$ cat src/rtl/mem_bus_pkg.sv
// Shared types and constants for the two-master byte-serial memory bus arbiter.
// Holds the sequencer states, master ids, memory map and the round-robin pick rule.
package mem_bus_pkg;

    typedef enum logic [2:0] {
        IDLE    = 3'd0,
        ACCESS  = 3'd1,
        RECOVER = 3'd2,
        DONE    = 3'd3,
        ERR     = 3'd4
    } state_e;

    typedef enum logic {
        MST_IF = 1'b0,
        MST_DM = 1'b1
    } master_e;

    localparam logic [31:0] IMEM_BASE   = 32'h0000_0000;
    localparam logic [31:0] DMEM_BASE   = 32'h0010_0000;
    localparam int unsigned REGION_SIZE = 4096;

    // A lone requester always wins; on a tie the master that was not served last wins.
    function automatic master_e rr_pick(input logic req_if, input logic req_dm,
                                        input master_e last_grant);
        master_e pick;
        if (req_if && req_dm) begin
            pick = (last_grant == MST_DM) ? MST_IF : MST_DM;
        end else if (req_dm) begin
            pick = MST_DM;
        end else begin
            pick = MST_IF;
        end
        return pick;
    endfunction

endpackage

$ cat src/rtl/rr_arbiter2.sv
// Two-requester round-robin grant. The last_grant history only moves when the
// consumer accepts a grant, so a grant that is not taken does not rotate priority.
module rr_arbiter2
    import mem_bus_pkg::*;
(
    input  logic    clk,
    input  logic    rst,
    input  logic    req_if,
    input  logic    req_dm,
    input  logic    accept,
    output logic    grant_valid,
    output master_e grant_mst
);

    master_e last_grant_q;
    master_e last_grant_d;

    // Grant decode and history update.
    always_comb begin
        grant_valid = req_if | req_dm;
        grant_mst   = rr_pick(req_if, req_dm, last_grant_q);
        if (accept) begin
            last_grant_d = grant_mst;
        end else begin
            last_grant_d = last_grant_q;
        end
    end

    // History register; DM counts as last served out of reset so IF wins the first tie.
    always_ff @(posedge clk) begin
        if (rst) begin
            last_grant_q <= MST_DM;
        end else begin
            last_grant_q <= last_grant_d;
        end
    end

endmodule

$ cat src/rtl/mem_bus_arbiter.sv
// Shares one byte-wide memory bus between the fetch and load/store masters, moving
// each 32-bit word as four little-endian byte transfers with a per-byte timeout.
module mem_bus_arbiter
    import mem_bus_pkg::*;
#(
    parameter int DATA_WIDTH    = 8,
    parameter int ADDRESS_WIDTH = 32,
    parameter int WORD_BYTES    = 4,
    parameter int TIMEOUT       = 64
) (
    input  logic                             clk,
    input  logic                             rst,
    input  logic                             if_req,
    input  logic [ADDRESS_WIDTH-1:0]         if_addr,
    output logic [DATA_WIDTH*WORD_BYTES-1:0] if_rdata,
    output logic                             if_ready,
    output logic                             if_err,
    input  logic                             dm_req,
    input  logic                             dm_we,
    input  logic [ADDRESS_WIDTH-1:0]         dm_addr,
    input  logic [DATA_WIDTH*WORD_BYTES-1:0] dm_wdata,
    output logic [DATA_WIDTH*WORD_BYTES-1:0] dm_rdata,
    output logic                             dm_ready,
    output logic                             dm_err,
    output logic                             readMem,
    output logic                             writemem,
    output logic [ADDRESS_WIDTH-1:0]         addressBus,
    output logic [DATA_WIDTH-1:0]            dataBusIn,
    input  logic                             memDataReady,
    input  logic [DATA_WIDTH-1:0]            dataBusOut
);

    localparam int WORD_W = DATA_WIDTH * WORD_BYTES;
    localparam int K_W    = $clog2(WORD_BYTES);
    localparam int CNT_W  = $clog2(TIMEOUT);
    localparam logic [K_W-1:0]   K_LAST   = K_W'(WORD_BYTES - 1);
    localparam logic [CNT_W-1:0] CNT_LAST = CNT_W'(TIMEOUT - 1);

    state_e                       state_q, state_d;
    logic [K_W-1:0]               k_q, k_d;
    logic [CNT_W-1:0]             cnt_q, cnt_d;
    logic [ADDRESS_WIDTH-1:K_W]   addr_q, addr_d;
    logic                         we_q, we_d;
    logic [WORD_W-1:0]            wdata_q, wdata_d;
    master_e                      mst_q, mst_d;
    logic [WORD_W-1:0]            rbuf_q, rbuf_d;
    logic [WORD_W-1:0]            if_rdata_q, if_rdata_d;
    logic [WORD_W-1:0]            dm_rdata_q, dm_rdata_d;

    logic                         grant_valid_s;
    master_e                      grant_mst_s;
    logic                         accept_s;
    logic [WORD_W-1:0]            rword_s;
    logic [WORD_W-1:0]            done_word_s;
    logic [DATA_WIDTH-1:0]        wbyte_s;
    logic                         unused_addr_lsb_s;

    // Word address bits below the word boundary never reach the bus.
    assign unused_addr_lsb_s = ^{if_addr[K_W-1:0], dm_addr[K_W-1:0]};

    rr_arbiter2 u_rr (
        .clk         (clk),
        .rst         (rst),
        .req_if      (if_req),
        .req_dm      (dm_req),
        .accept      (accept_s),
        .grant_valid (grant_valid_s),
        .grant_mst   (grant_mst_s)
    );

    // Lane insert for the byte arriving now and lane select for the byte going out.
    always_comb begin
        rword_s = rbuf_q;
        wbyte_s = {DATA_WIDTH{1'b0}};
        for (int i = 0; i < WORD_BYTES; i++) begin
            if (k_q == K_W'(i)) begin
                rword_s[i*DATA_WIDTH +: DATA_WIDTH] = dataBusOut;
                wbyte_s = wdata_q[i*DATA_WIDTH +: DATA_WIDTH];
            end else begin
                rword_s[i*DATA_WIDTH +: DATA_WIDTH] = rbuf_q[i*DATA_WIDTH +: DATA_WIDTH];
            end
        end
        if (we_q) begin
            done_word_s = {WORD_W{1'b0}};
        end else begin
            done_word_s = rword_s;
        end
    end

    // Sequencer next-state: grant in IDLE, then byte/recover pairs until DONE or ERR.
    always_comb begin
        state_d    = state_q;
        k_d        = k_q;
        cnt_d      = cnt_q;
        addr_d     = addr_q;
        we_d       = we_q;
        wdata_d    = wdata_q;
        mst_d      = mst_q;
        rbuf_d     = rbuf_q;
        if_rdata_d = if_rdata_q;
        dm_rdata_d = dm_rdata_q;
        accept_s   = 1'b0;
        case (state_q)
            IDLE: begin
                if (grant_valid_s) begin
                    accept_s = 1'b1;
                    mst_d    = grant_mst_s;
                    k_d      = {K_W{1'b0}};
                    cnt_d    = {CNT_W{1'b0}};
                    state_d  = ACCESS;
                    if (grant_mst_s == MST_DM) begin
                        addr_d  = dm_addr[ADDRESS_WIDTH-1:K_W];
                        we_d    = dm_we;
                        wdata_d = dm_wdata;
                    end else begin
                        addr_d  = if_addr[ADDRESS_WIDTH-1:K_W];
                        we_d    = 1'b0;
                        wdata_d = {WORD_W{1'b0}};
                    end
                end else begin
                    state_d = IDLE;
                end
            end
            ACCESS: begin
                if (memDataReady) begin
                    cnt_d = {CNT_W{1'b0}};
                    if (we_q) begin
                        rbuf_d = rbuf_q;
                    end else begin
                        rbuf_d = rword_s;
                    end
                    if (k_q == K_LAST) begin
                        state_d = DONE;
                        if (mst_q == MST_DM) begin
                            dm_rdata_d = done_word_s;
                        end else begin
                            if_rdata_d = done_word_s;
                        end
                    end else begin
                        state_d = RECOVER;
                    end
                end else if (cnt_q == CNT_LAST) begin
                    cnt_d   = {CNT_W{1'b0}};
                    state_d = ERR;
                    if (mst_q == MST_DM) begin
                        dm_rdata_d = {WORD_W{1'b0}};
                    end else begin
                        if_rdata_d = {WORD_W{1'b0}};
                    end
                end else begin
                    cnt_d = cnt_q + {{(CNT_W-1){1'b0}}, 1'b1};
                end
            end
            // k advances on leaving RECOVER so the address stays put while strobes are low.
            RECOVER: begin
                k_d     = k_q + {{(K_W-1){1'b0}}, 1'b1};
                state_d = ACCESS;
            end
            DONE: begin
                state_d = IDLE;
            end
            ERR: begin
                state_d = IDLE;
            end
            default: begin
                state_d = IDLE;
            end
        endcase
    end

    // State and datapath registers with synchronous reset.
    always_ff @(posedge clk) begin
        if (rst) begin
            state_q    <= IDLE;
            k_q        <= {K_W{1'b0}};
            cnt_q      <= {CNT_W{1'b0}};
            addr_q     <= {(ADDRESS_WIDTH-K_W){1'b0}};
            we_q       <= 1'b0;
            wdata_q    <= {WORD_W{1'b0}};
            mst_q      <= MST_IF;
            rbuf_q     <= {WORD_W{1'b0}};
            if_rdata_q <= {WORD_W{1'b0}};
            dm_rdata_q <= {WORD_W{1'b0}};
        end else begin
            state_q    <= state_d;
            k_q        <= k_d;
            cnt_q      <= cnt_d;
            addr_q     <= addr_d;
            we_q       <= we_d;
            wdata_q    <= wdata_d;
            mst_q      <= mst_d;
            rbuf_q     <= rbuf_d;
            if_rdata_q <= if_rdata_d;
            dm_rdata_q <= dm_rdata_d;
        end
    end

    assign readMem    = (state_q == ACCESS) && !we_q;
    assign writemem   = (state_q == ACCESS) && we_q;
    assign addressBus = ((state_q == ACCESS) || (state_q == RECOVER)) ? {addr_q, k_q}
                                                                      : {ADDRESS_WIDTH{1'b0}};
    assign dataBusIn  = ((state_q == ACCESS) && we_q) ? wbyte_s : {DATA_WIDTH{1'b0}};
    assign if_ready   = (state_q == DONE) && (mst_q == MST_IF);
    assign dm_ready   = (state_q == DONE) && (mst_q == MST_DM);
    assign if_err     = (state_q == ERR)  && (mst_q == MST_IF);
    assign dm_err     = (state_q == ERR)  && (mst_q == MST_DM);
    assign if_rdata   = if_rdata_q;
    assign dm_rdata   = dm_rdata_q;

endmodule

$ cat config.mk
export PLATFORM = sky130hd
export DESIGN_NAME = mem_bus_arbiter
export DESIGN_NICKNAME = d
export VERILOG_FILES = /design/src/rtl/mem_bus_pkg.sv /design/src/rtl/rr_arbiter2.sv /design/src/rtl/mem_bus_arbiter.sv
export SDC_FILE = /design/constraint.sdc
export NUM_CORES = 1
export LEC_CHECK = 0
export BUFFER_PORTS_ARGS = -buffer_cell sky130_fd_sc_hd__buf_2
export CAP_MARGIN = 20
export CORE_AREA = 4 4 125 127
export DETAILED_ROUTE_END_ITERATION = 7
export DIE_AREA = 0 0 129 131
export PLACE_DENSITY_LB_ADDON = 0.3
export SLEW_MARGIN = 20
export SYNTH_ARGS = -nofsm -noshare
export SYNTH_HDL_FRONTEND = slang
export SYNTH_SLANG_ARGS = --single-unit
$ cat constraint.sdc
create_clock -name clk -period 2 [get_ports clk]
set_input_delay 0.2 -clock clk [delete_from_list [all_inputs] [get_ports clk]]
set_output_delay 0.2 -clock clk [all_outputs]
set_load 0.02 [all_outputs]
======== Yosys cells after proc, flatten, opt, wreduce, memory -nomap -nowiden ========
Cells that the tools add are included.
storage, ports and cells
  register bits after elaboration ......... 172
  output and inout bits ................... 110
  word-level logic and storage cells ...... 87
operators by class
  $add $sub $neg .......................... 2
  equality and inequality tests ........... 11
  mux-type cells .......................... 40
  bitwise logic cells ..................... 3
  reduce and logical (&&, ||, !) cells .... 20
operators by type and width
  kind                   number
  $mux W32               13
  $mux W8                9
  $mux W30               1
  $mux W6                3
  $pmux W6 S2            1
  $pmux W3 S3            1
  $mux W1                8
  $reduce_and A4 Y1      2
  $logic_and A1 B1 Y1    7
  $add A6 B1 Y6 const B  1
  $eq A3 B2 Y1 const B   2
  $eq A6 B6 Y1 const B   1
  $mux W3                2
  $reduce_and A2 Y1      3
  $reduce_bool A2 Y1     3
  $eq A2 B2 Y1 const B   2
  $pmux W2 S2            1
  $eq A3 B1 Y1 const B   1
  $eq A3 B3 Y1 const B   1
  $logic_not A3 Y1       1
  $ne A3 B3 Y1 const B   1
  $reduce_and A3 Y1      1
  $add A2 B1 Y2 const B  1
  $eq A2 B1 Y1 const B   1
  8 further kinds        9

======== Longest topological paths before layout ========
Gate-level depths: netlist of the first run.
  depth in word-level cells ............... 6
  gate-level depth with buffers ........... 8
  mapped depth without buffers ............ 6

======== By module ========
A second synthesis of the first run with hierarchy kept.
second synthesis, totals
  cells, all modules ...................... 928
  area total of the unflattened synthesis .. 7942.6 um2
modules (own cells, without submodules)
  module           times used  cells an instance  area each (um2)
  mem_bus_arbiter  1           923                7893.8
  rr_arbiter2      1           5                  48.8

======== Worst setup path after synthesis of the first run ========
No wires, ideal clock.
  path type ............................... reg-to-output
  from .................................... reg state_q[0]
  to ...................................... out dataBusIn[0]
  arrival ................................. 1.497 ns
  data required time ...................... 1.800 ns
  slack ................................... 0.303 ns
  cell stages (with the launch flop) ...... 8
  cells stage by stage .................... dfxtp_1 buf_2 nor3b_2 buf_6 nand2_4 or2_1 buf_4 o22ai_2
on the way
  longest elaborated chain between the ends .. 3
ends and longest elaborated chain
  element                 line                    source
  from (decl)             mem_bus_arbiter.sv:39   state_e state_q, state_d;
  from (signal assigned)  mem_bus_arbiter.sv:185  state_q <= state_d;
  $eq A3 B1 Y1            mem_bus_arbiter.sv:202  assign dataBusIn = ((state_q == ACCESS) && we_q) ? wbyte_s : {DATA_WIDTH{1'b0}};
  $logic_and A1 B1 Y1     mem_bus_arbiter.sv:202
  $mux W8                 mem_bus_arbiter.sv:202
  to (decl)               mem_bus_arbiter.sv:28   output logic [DATA_WIDTH-1:0] dataBusIn,
No other way between the ends.

======== Worst setup path after layout of the first run ========
  from .................................... reg k_q[1]
  to ...................................... out dataBusIn[5]
on the way
  longest elaborated chain between the ends .. 6
ends and longest elaborated chain
  element                 line                    source
  from (decl)             mem_bus_arbiter.sv:40   logic [K_W-1:0] k_q, k_d;
  from (signal assigned)  mem_bus_arbiter.sv:175  k_q <= {K_W{1'b0}};
  from (signal assigned)  mem_bus_arbiter.sv:186  k_q <= k_d;
  $logic_not A2 Y1        mem_bus_arbiter.sv:76   if (k_q == K_W'(i)) begin
  $mux W8 (3 in series)   mem_bus_arbiter.sv:76
  $mux W8 (*)             mem_bus_arbiter.sv:76
  $mux W8 (*)             mem_bus_arbiter.sv:202
Mark *: on every way between the ends. The rest lies on a longest branch, timed or not.

==> metrics.cfg, run 1 <==
[clock_network]
clock_latency_ns = 0.42
cts_buffers = 17
cts_tree = yes
clock_sinks = 172
path_clk_slew_ns = 0.06
cts-root-buf = clkbuf_16
cts_htree_levels = 4
max-clock-path-buffers = 2

[setup_path]
crit_slowest_cell = dfxtp_2
cpMostUsedCell = buf_6
cp_slowest_stage_delay_ns = 0.34
required_ns = 1.80
worstPathCellList = buf_4, ha_1, or2_1, buf_6, o22ai_4, buf_6
path_max_fanout = 8
critical_path_arrival_ns = 1.81
startpoint_type = flop
critPathCaptureType = primary output
crit_family = buffers and inverters
critPathBufInv = 3
crit_type = reg2out

[synthesis]
syn_area_um2 = 7383
synth.distinct_cells = 50
ys.flop_type = dfxtp_1
seq_area_frac_synth_pct = 46.64
yosys_warnings = 0
synth_edf_count = 0
async_flop_share_pct = 0
synth.avg_cell_area_um2 = 9.805
synth_nets = 868
synthCells = 753
synth-seq-cells = 172

[layout]
nNetsFinal = 1068
final_util_pct = 66.16
final_cell_mix = buf_2 (206), dfxtp_1 (167), nor2_1 (139)
final_common_cell = buf_2
fillCellCount = 1180
final_area_um2 = 9543
synthToLayoutAreaGrowth_pct = 29.25
drive_gt1_share_pct = 34.37
final_cells = 1151

[sta]
min_period_over_period_pct = 100.5
relSlewSlack_pct = 67.25
clock.fmax_mhz = 497.3
rsz0062_at_grt = true
worst_pin_slew_ns = 0.4912
skew_ns = 0.01437
slew_viol_final = 0
finalWorstSetupSlack_ns = -0.01070
fin_crit_ns = 2.011
hold_violations = 0
setup_viol = 2

[placement]
dp_hpwl_um = 13090
io_buffer_count = 215
dp.cells = 1107
place_area_um2 = 8656
place.gp.congestion = 0.7800

[status]
outcome = finished with violations
violations = setup timing

[global_routing]
track_usage_pct = 22.21
grt_overflow = 0
grt_pass1_wl_um = 29970
grt_max_degree = 47
grt_pass1_vias = 5961
antenna_found_initial = 1

[power_and_ir_drop]
ir_drop_mv = 0.6233
p_leak_nw = 4.329
finalPower_mw = 7.748
powerDensity_nw_per_um2 = 811.9

[detailed_routing]
wire_per_inst_um = 16.27
drt_wl_total_um = 18730
via_count = 6129
route.detailed.drc = 0
first_pass_iters = 5
drt-vias-per-instance = 5.325
drt_iter0_markers = 328
ant_nets = 0

[floorplan]
coreArea_um2 = 14420
die_area_um2 = 16900
fp.dieH_um = 131
ios = 220
initial_core_util_pct = 51.19
die_w_um = 129
rows = 44

[hold_path]
hold_class = in2reg

[job]
cap_violations = 0

worst reg2reg max path: cells and delay by family, from the launching register on:
family / cells / cell delay (ns)
compound gates: 1 / 0.19
buf+inv: 2 / 0.44
flops: 1 / 0.36
simple gates: 3 / 0.78
per-stage QoR:
| stage | setup TNS, ns | hold slack [ns] | worst slack (ns) |
|---|---|---|---|
| floorplan | 0 | 0.3483 | 0.3032 |
| global placement | 0 | 0.4338 | 0.2325 |
| CTS | -0.09596 | 0.001426 | -0.02909 |
| detailed placement | 0 | 0.4418 | 0.1803 |
| global route | -1.321 | 0.006067 | -0.09434 |
| finish | -0.01141 | 0.02071 | -0.01070 |
area by class of cell:
class	count	area (µm²)	area share [%]
clock buffers	19	432.9	4.537
well taps	184	230.2	2.412
repair buffers	254	1575	16.51
multi-input cells	505	3699	38.76
flip-flops and latches	172	3457	36.23
diodes	1	2.502	0.02622
clock inverters	13	130.1	1.364
inverters	3	16.27	0.1704
registers in the layout, indices dropped and copies added (netlist names):
register,cells
we_q,1
wdata_q,32
addr_q,30
u_rr.last_grant_q,1
rbuf_q,32
dm_rdata,32
state_q,3
mst_q,1
cnt_q,6
if_rdata,32
k_q,2
cell families after synthesis:
logic type / share of synthesized area (%)
compound gates: 17.61
xor+xnor: 0.3559
fa+ha+maj: 0.8473
buf+inv: 5.491
flops: 46.64
mux: 13.98
simple gates: 15.08
Yosys cell counts (2+ instances only):
master    number  area share (%)
and3_1         2            0.17
buf_6          7             1.1
and2_1         4            0.34
nor2_1       140             7.1
nand3_2        5            0.68
a21oi_1        4            0.27
mux2i_1      102              14
nor4b_1        2            0.24
a211oi_1      30             3.1
nor2b_1       31             2.6
buf_2         39             2.6
a22o_1        64             7.6
o21ai_0        8            0.54
inv_1          3            0.15
o22ai_2        8             1.4
xor2_1         3            0.36
nand2_1       30             1.5
a22oi_1       34             3.5
o21ai_1        2            0.14
dfxtp_1      172              47
nor4bb_1       2            0.27
nand4_1        2            0.17
buf_4          5            0.51
nand3_1        3            0.20
nor3b_1        2            0.20
ha_1           5            0.85
clkbuf_1      21             1.1
power breakdown:
group	switching (mW)	leakage, nW	internal (mW)
Combinational	0.548	2.65	0.419
Clock	1.41	0.279	1.75
Sequential	0.0683	1.40	3.55
Total	2.03	4.33	5.72
routing by layer:
layer	vias to the layer above	part of all wire [%]	global-route usage, %
met5	-	0	0
met4	0	1.4	7.474
met3	17	7.4	6.382
met2	213	47	36.13
met1	2831	44	28.49
li1	3068	-	-
repair_timing:
action,in CTS,in global routing
buffers inserted,7,1
pin swaps,4,2
hold buffers,2,0
gates cloned,1,0
hold endpoints to repair,2,0
setup endpoints to repair,40,38
resized for setup,49,15
worst paths after layout:
kind / from / end / slack (ns) / cells after the start
setup reg to reg: state_q[2]$_SDFFE_PP0P_ / if_rdata[31]$_SDFFE_PP0P_ / 0.18 / 6
hold reg to reg: dm_rdata[16]$_SDFFE_PP0P_ / dm_rdata[16]$_SDFFE_PP0P_ / 0.47 / 1
hold / removal: dm_wdata[11] / wdata_q[11]$_SDFFE_PP0P_ / 0.02 / 3
setup / recovery: k_q[1]$_SDFFE_PP0P_ / dataBusIn[5] / -0.01 / 6
Power figures use the tool's default switching activity.
==> run 2: changes to the inputs <==
--- a/config.mk
+++ b/config.mk
@@ -7,9 +7,9 @@
 export LEC_CHECK = 0
 export BUFFER_PORTS_ARGS = -buffer_cell sky130_fd_sc_hd__buf_2
 export CAP_MARGIN = 20
-export CORE_AREA = 4 4 125 127
+export CORE_AREA = 4 4 159 100
 export DETAILED_ROUTE_END_ITERATION = 7
-export DIE_AREA = 0 0 129 131
+export DIE_AREA = 0 0 163 104
 export PLACE_DENSITY_LB_ADDON = 0.3
 export SLEW_MARGIN = 20
 export SYNTH_ARGS = -nofsm -noshare
==> metrics.cfg, run 2 (synthesis results as in run 1) <==
[status]
outcome = completed

[detailed_routing]
wire_per_inst_um = 16.30
first_pass_iters = 6
route.detailed.drc = 0
ant_nets = 0
drt_wl_total_um = 18920
drt-vias-per-instance = 5.352
drt_iter0_markers = 394
via_count = 6214

[layout]
nNetsFinal = 1065
final_area_um2 = 9490
final_cell_mix = buf_2 (194), dfxtp_1 (167), nor2_1 (138)
synthToLayoutAreaGrowth_pct = 28.54
final_common_cell = buf_2
fillCellCount = 1185
num_antenna_cells = 0
drive_gt1_share_pct = 34.06

[global_routing]
grt_pass1_wl_um = 30500
grtUsageMet2_pct = 34.47
use_met3_pct = 6.257
grt_pass1_vias = 5958
grt_overflow = 0
antenna_found_initial = 2
use_met1_pct = 30.16
track_usage_pct = 21.87
busiest_layer = met2
grt_max_degree = 74

[power_and_ir_drop]
ir_drop_mv = 0.4101
powerDensity_nw_per_um2 = 821.2
p_leak_nw = 4.274

[clock_network]
cts_buffers = 17
cts-root-buf = clkbuf_16
cts_htree_levels = 4
clock_latency_ns = 0.43
max-clock-path-buffers = 2
cts_tree = yes
path_clk_slew_ns = 0.07
clock_sinks = 172

[sta]
hold_violations = 0
whs_ns = 0.01120
relSlewSlack_pct = 48.94
fin_crit_ns = 1.993
worst_pin_slew_ns = 0.7659
min_period_over_period_pct = 99.66
setup_viol = 0
tns_ns = 0
skew_ns = 0.01069
clock.fmax_mhz = 501.7
slew_viol_final = 0
rsz0062_at_grt = true
finalWorstSetupSlack_ns = 0.006823

[setup_path]
critPathCaptureType = primary output
startpoint_type = flop
required_ns = 1.80
critical_path_arrival_ns = 1.79
path_max_fanout = 8
r2r.worst_path.cells = 6
crit_type = reg2out

[placement]
place.gp.congestion = 0.8167
dp_hpwl_um = 13200
place_area_um2 = 8616
io_buffer_count = 215
place_ws_ns = 0.1629

[hold_path]
hold_class = in2reg
min_path_cells = 3

[job]
cap_violations = 0

[floorplan]
die_area_um2 = 16950
die_w_um = 163
rows = 34
coreArea_um2 = 14290
initial_core_util_pct = 51.65
ios = 220
fp.dieH_um = 104

## run 2: changes by cell type in the layout (fill, tap and decap cells not counted), sizes merged
cell         before  now
diode             1    0
clkinv            5    3
buf             252  247
dlygate4sd3       2    4
clkbuf           19   17
bufinv            1    0
clkinvlp          0    5
## run 2: through the flow
stage / util, % / instances / total power [mW]
finish: 66.40 / 1161 / 7.793
global route: 66.40 / 1161 / 8.091
CTS: 65.27 / 1158 / 7.800
detailed placement: 60.28 / 1120 / 4.599
global placement: 60.28 / 1120 / 4.582
floorplan: - / 753 / 4.294
## run 2: final cells by class
class	instances	area [µm²]	share of cell area, %
Clock buffer	17	425.4	4.483
Multi-Input combinational cell	505	3661	38.58
Tap cell	198	247.7	2.610
Sequential cell	172	3455	36.40
Inverter	3	11.26	0.1187
Timing Repair Buffer	251	1538	16.20
Clock inverter	15	152.6	1.608
## run 2: where the power goes
group	internal (mW)	switching [mW]	total [mW]
Clock	1.66	1.55	3.22
Sequential	3.55	0.0670	3.62
Combinational	0.415	0.547	0.963
Total	5.63	2.17	7.79
## run 2: critical path, cell delays in order (launching register included)
cell and delay [ns]:
dfxtp_4 0.37, nor3b_4 0.31, nand2_4 0.06, or2_4 0.33, o22ai_2 0.16, buf_6 0.15
## run 2: repair_timing
action | CTS | global route
endpoints found under the hold margin | 4 | 0
setup endpoints to repair | 40 | 40
hold buffers | 4 | 0
pin swaps | 2 | 8
gates cloned | 0 | 1
resized for setup | 25 | 47
buffers inserted | 2 | 2
## run 2: routing by layer
| layer | vias to the layer above | share of wire (%) |
|---|---|---|
| met1 | 2974 | 48 |
| met3 | 12 | 6.0 |
| li1 | 3072 | - |
| met2 | 152 | 45 |
| met4 | 4 | 0.45 |
| met5 | - | 0.14 |
## run 2: worst paths after layout
| kind | end | start | slack [ns] |
|---|---|---|---|
| hold reg to reg | dm_rdata[9]$_SDFFE_PP0P_ | dm_rdata[9]$_SDFFE_PP0P_ | 0.48 |
| setup / recovery | dataBusIn[4] | state_q[2]$_SDFFE_PP0P_ | 0.007 |
| setup reg to reg | dm_rdata[31]$_SDFFE_PP0P_ | cnt_q[0]$_SDFFE_PP0P_ | 0.16 |
| hold / removal | wdata_q[22]$_SDFFE_PP0P_ | dm_wdata[22] | 0.01 |
==> run 3: changes to the inputs <==
==> constraint.sdc (replaced) <==
create_clock -name clk -period 2 [get_ports clk]
set_input_delay 0.2 -clock clk [delete_from_list [all_inputs] [get_ports clk]]
set_output_delay 0.2 -clock clk [all_outputs]
set_load 0.1 [all_outputs]
==> metrics.cfg, run 3 (synthesis results as in run 1) <==
[floorplan]
coreArea_um2 = 14290
die_area_um2 = 16950
die_w_um = 163
initial_core_util_pct = 51.65
fp.dieH_um = 104
ios = 220
rows = 34

[power_and_ir_drop]
finalPower_mw = 8.481
p_leak_nw = 4.499
powerDensity_nw_per_um2 = 811.3
ir_drop_mv = 0.4157

[global_routing]
grt_pass1_wl_um = 32960
antenna_found_initial = 0
track_usage_pct = 23.55
grt_max_degree = 75
grt_overflow = 0
grt_pass1_vias = 6301

[clock_network]
cts-root-buf = clkbuf_16
clock_sinks = 172
path_clk_slew_ns = 0.08
cts_htree_levels = 4
cts_buffers = 17
max-clock-path-buffers = 2
clock_latency_ns = 0.43
cts_tree = yes

[setup_path]
r2r_slack_ns = 0.14
required_ns = 1.80
path_max_fanout = 4
r2r_end = dm_rdata[31]$_SDFFE_PP0P_
cp_slowest_stage_delay_ns = 0.35
worstPathCellList = nor3b_4, buf_6, nand2_8, or2_4, buf_6, o22ai_4, buf_12
critPathCaptureType = primary output
cpMostUsedCell = buf_6
startpoint_type = flop
r2r.worst_path.cells = 6
critical_path_arrival_ns = 1.95
crit_slowest_cell = dfxtp_2
crit_type = reg2out
r2r-start = cnt_q[0]$_SDFFE_PP0P_

[detailed_routing]
drt_iter0_markers = 433
first_pass_iters = 5
drt_wl_total_um = 19790
wire_per_inst_um = 16.99
via_count = 6284
ant_nets = 0
route.detailed.drc = 0
drt-vias-per-instance = 5.394

[sta]
skew_ns = 0.01316
min_period_over_period_pct = 107.4
rsz0062_at_grt = true
fin_crit_ns = 2.149
slew_viol_final = 0
clock.fmax_mhz = 465.4
hold_violations = 0
relSlewSlack_pct = 61.97
finalWorstSetupSlack_ns = -0.1485
setup_viol = 34
whs_ns = 0.008543
worst_pin_slew_ns = 0.5692

[hold_path]
min_path_cells = 3
min_from = dm_wdata[29]
hold_class = in2reg
whs_endpoint = wdata_q[29]$_SDFFE_PP0P_

[layout]
final_cell_mix = buf_2 (171), dfxtp_1 (167), nor2_1 (136)
final_common_cell = buf_2
drive_gt1_share_pct = 38.16
final_cells = 1165
nNetsFinal = 1069
num_antenna_cells = 0
synthToLayoutAreaGrowth_pct = 41.57
final_util_pct = 73.13

[status]
outcome = finished with violations
violations = setup timing

[placement]
io_buffer_count = 215
dp.cells = 1124
dp_hpwl_um = 14120
place.gp.congestion = 0.8049

[job]
cap_violations = 0

[run 3: worst max path at each step]
| stage | end | startpoint | cells past startpoint | slack, ns |
|---|---|---|---|---|
| 4_1_cts | dataBusIn[7] | state_q[2]$_SDFFE_PP0P_ | 7 | -0.15 |
| 2_1_floorplan | dm_err | mst_q$_SDFFE_PP0P_ | 1 | -0.50 |
| 6_report | dataBusIn[2] | state_q[2]$_SDFFE_PP0P_ | 7 | -0.15 |
| 3_5_place_dp | dataBusIn[2] | state_q[1]$_SDFFE_PP0P_ | 7 | -0.03 |
| 5_1_grt | dataBusIn[2] | state_q[2]$_SDFFE_PP0P_ | 7 | -0.22 |
| 3_3_place_gp | dataBusIn[2] | state_q[1]$_SDFFE_PP0P_ | 7 | 0.04 |
[run 3: through the flow]
stage	TNS (ns)	worst slack, ns	cell area, µm²
2_1_floorplan	-1.890	-0.5043	7727
3_3_place_gp	0	0.03665	9664
3_5_place_dp	-0.1595	-0.03493	9664
4_1_cts	-2.171	-0.1539	10430
5_1_grt	-4.416	-0.2212	10450
6_report	-1.680	-0.1485	10450
[run 3: worst max-delay path, delay by kind of cell (launching register included)]
kind                   cells  cell delay [ns]
buffers and inverters      3             0.50
flip-flops                 1             0.35
AND/OR/NAND/NOR            3             0.56
AO/OA/AOI/OAI              1             0.12
[run 3: cell type report]
| type | instances | area [µm²] |
|---|---|---|
| clock buffer | 19 | 442.9 |
| clock inverter | 13 | 152.6 |
| fill | 1071 | 3841 |
| inverter | 3 | 13.76 |
| multi-input combinational | 505 | 3970 |
| sequential | 172 | 3450 |
| tap | 198 | 247.7 |
| timing repair buffer | 255 | 2176 |
[run 3: timing repair]
| item | CTS | global route |
|---|---|---|
| endpoints found under the setup margin | 41 | 40 |
| endpoints found under the hold margin | 1 | 0 |
| hold buffers | 1 | 0 |
| buffers inserted | 6 | 2 |
| gates resized for setup | 34 | 3 |
| pin swaps | 3 | 1 |
[run 3: routing by layer]
metal | share of wire [%] | vias to the layer above | GRT usage (%)
met5 | 0 | - | 0
met4 | 0.75 | 0 | 5.087
met3 | 6.3 | 13 | 5.386
met2 | 44 | 199 | 35.47
met1 | 49 | 2988 | 34.48
li1 | - | 3084 | -
[run 3: report_power, final]
part / switching (mW) / total (mW) / internal, mW
clock network: 1.49 / 3.30 / 1.81
logic: 0.923 / 1.55 / 0.629
registers: 0.0785 / 3.63 / 3.55
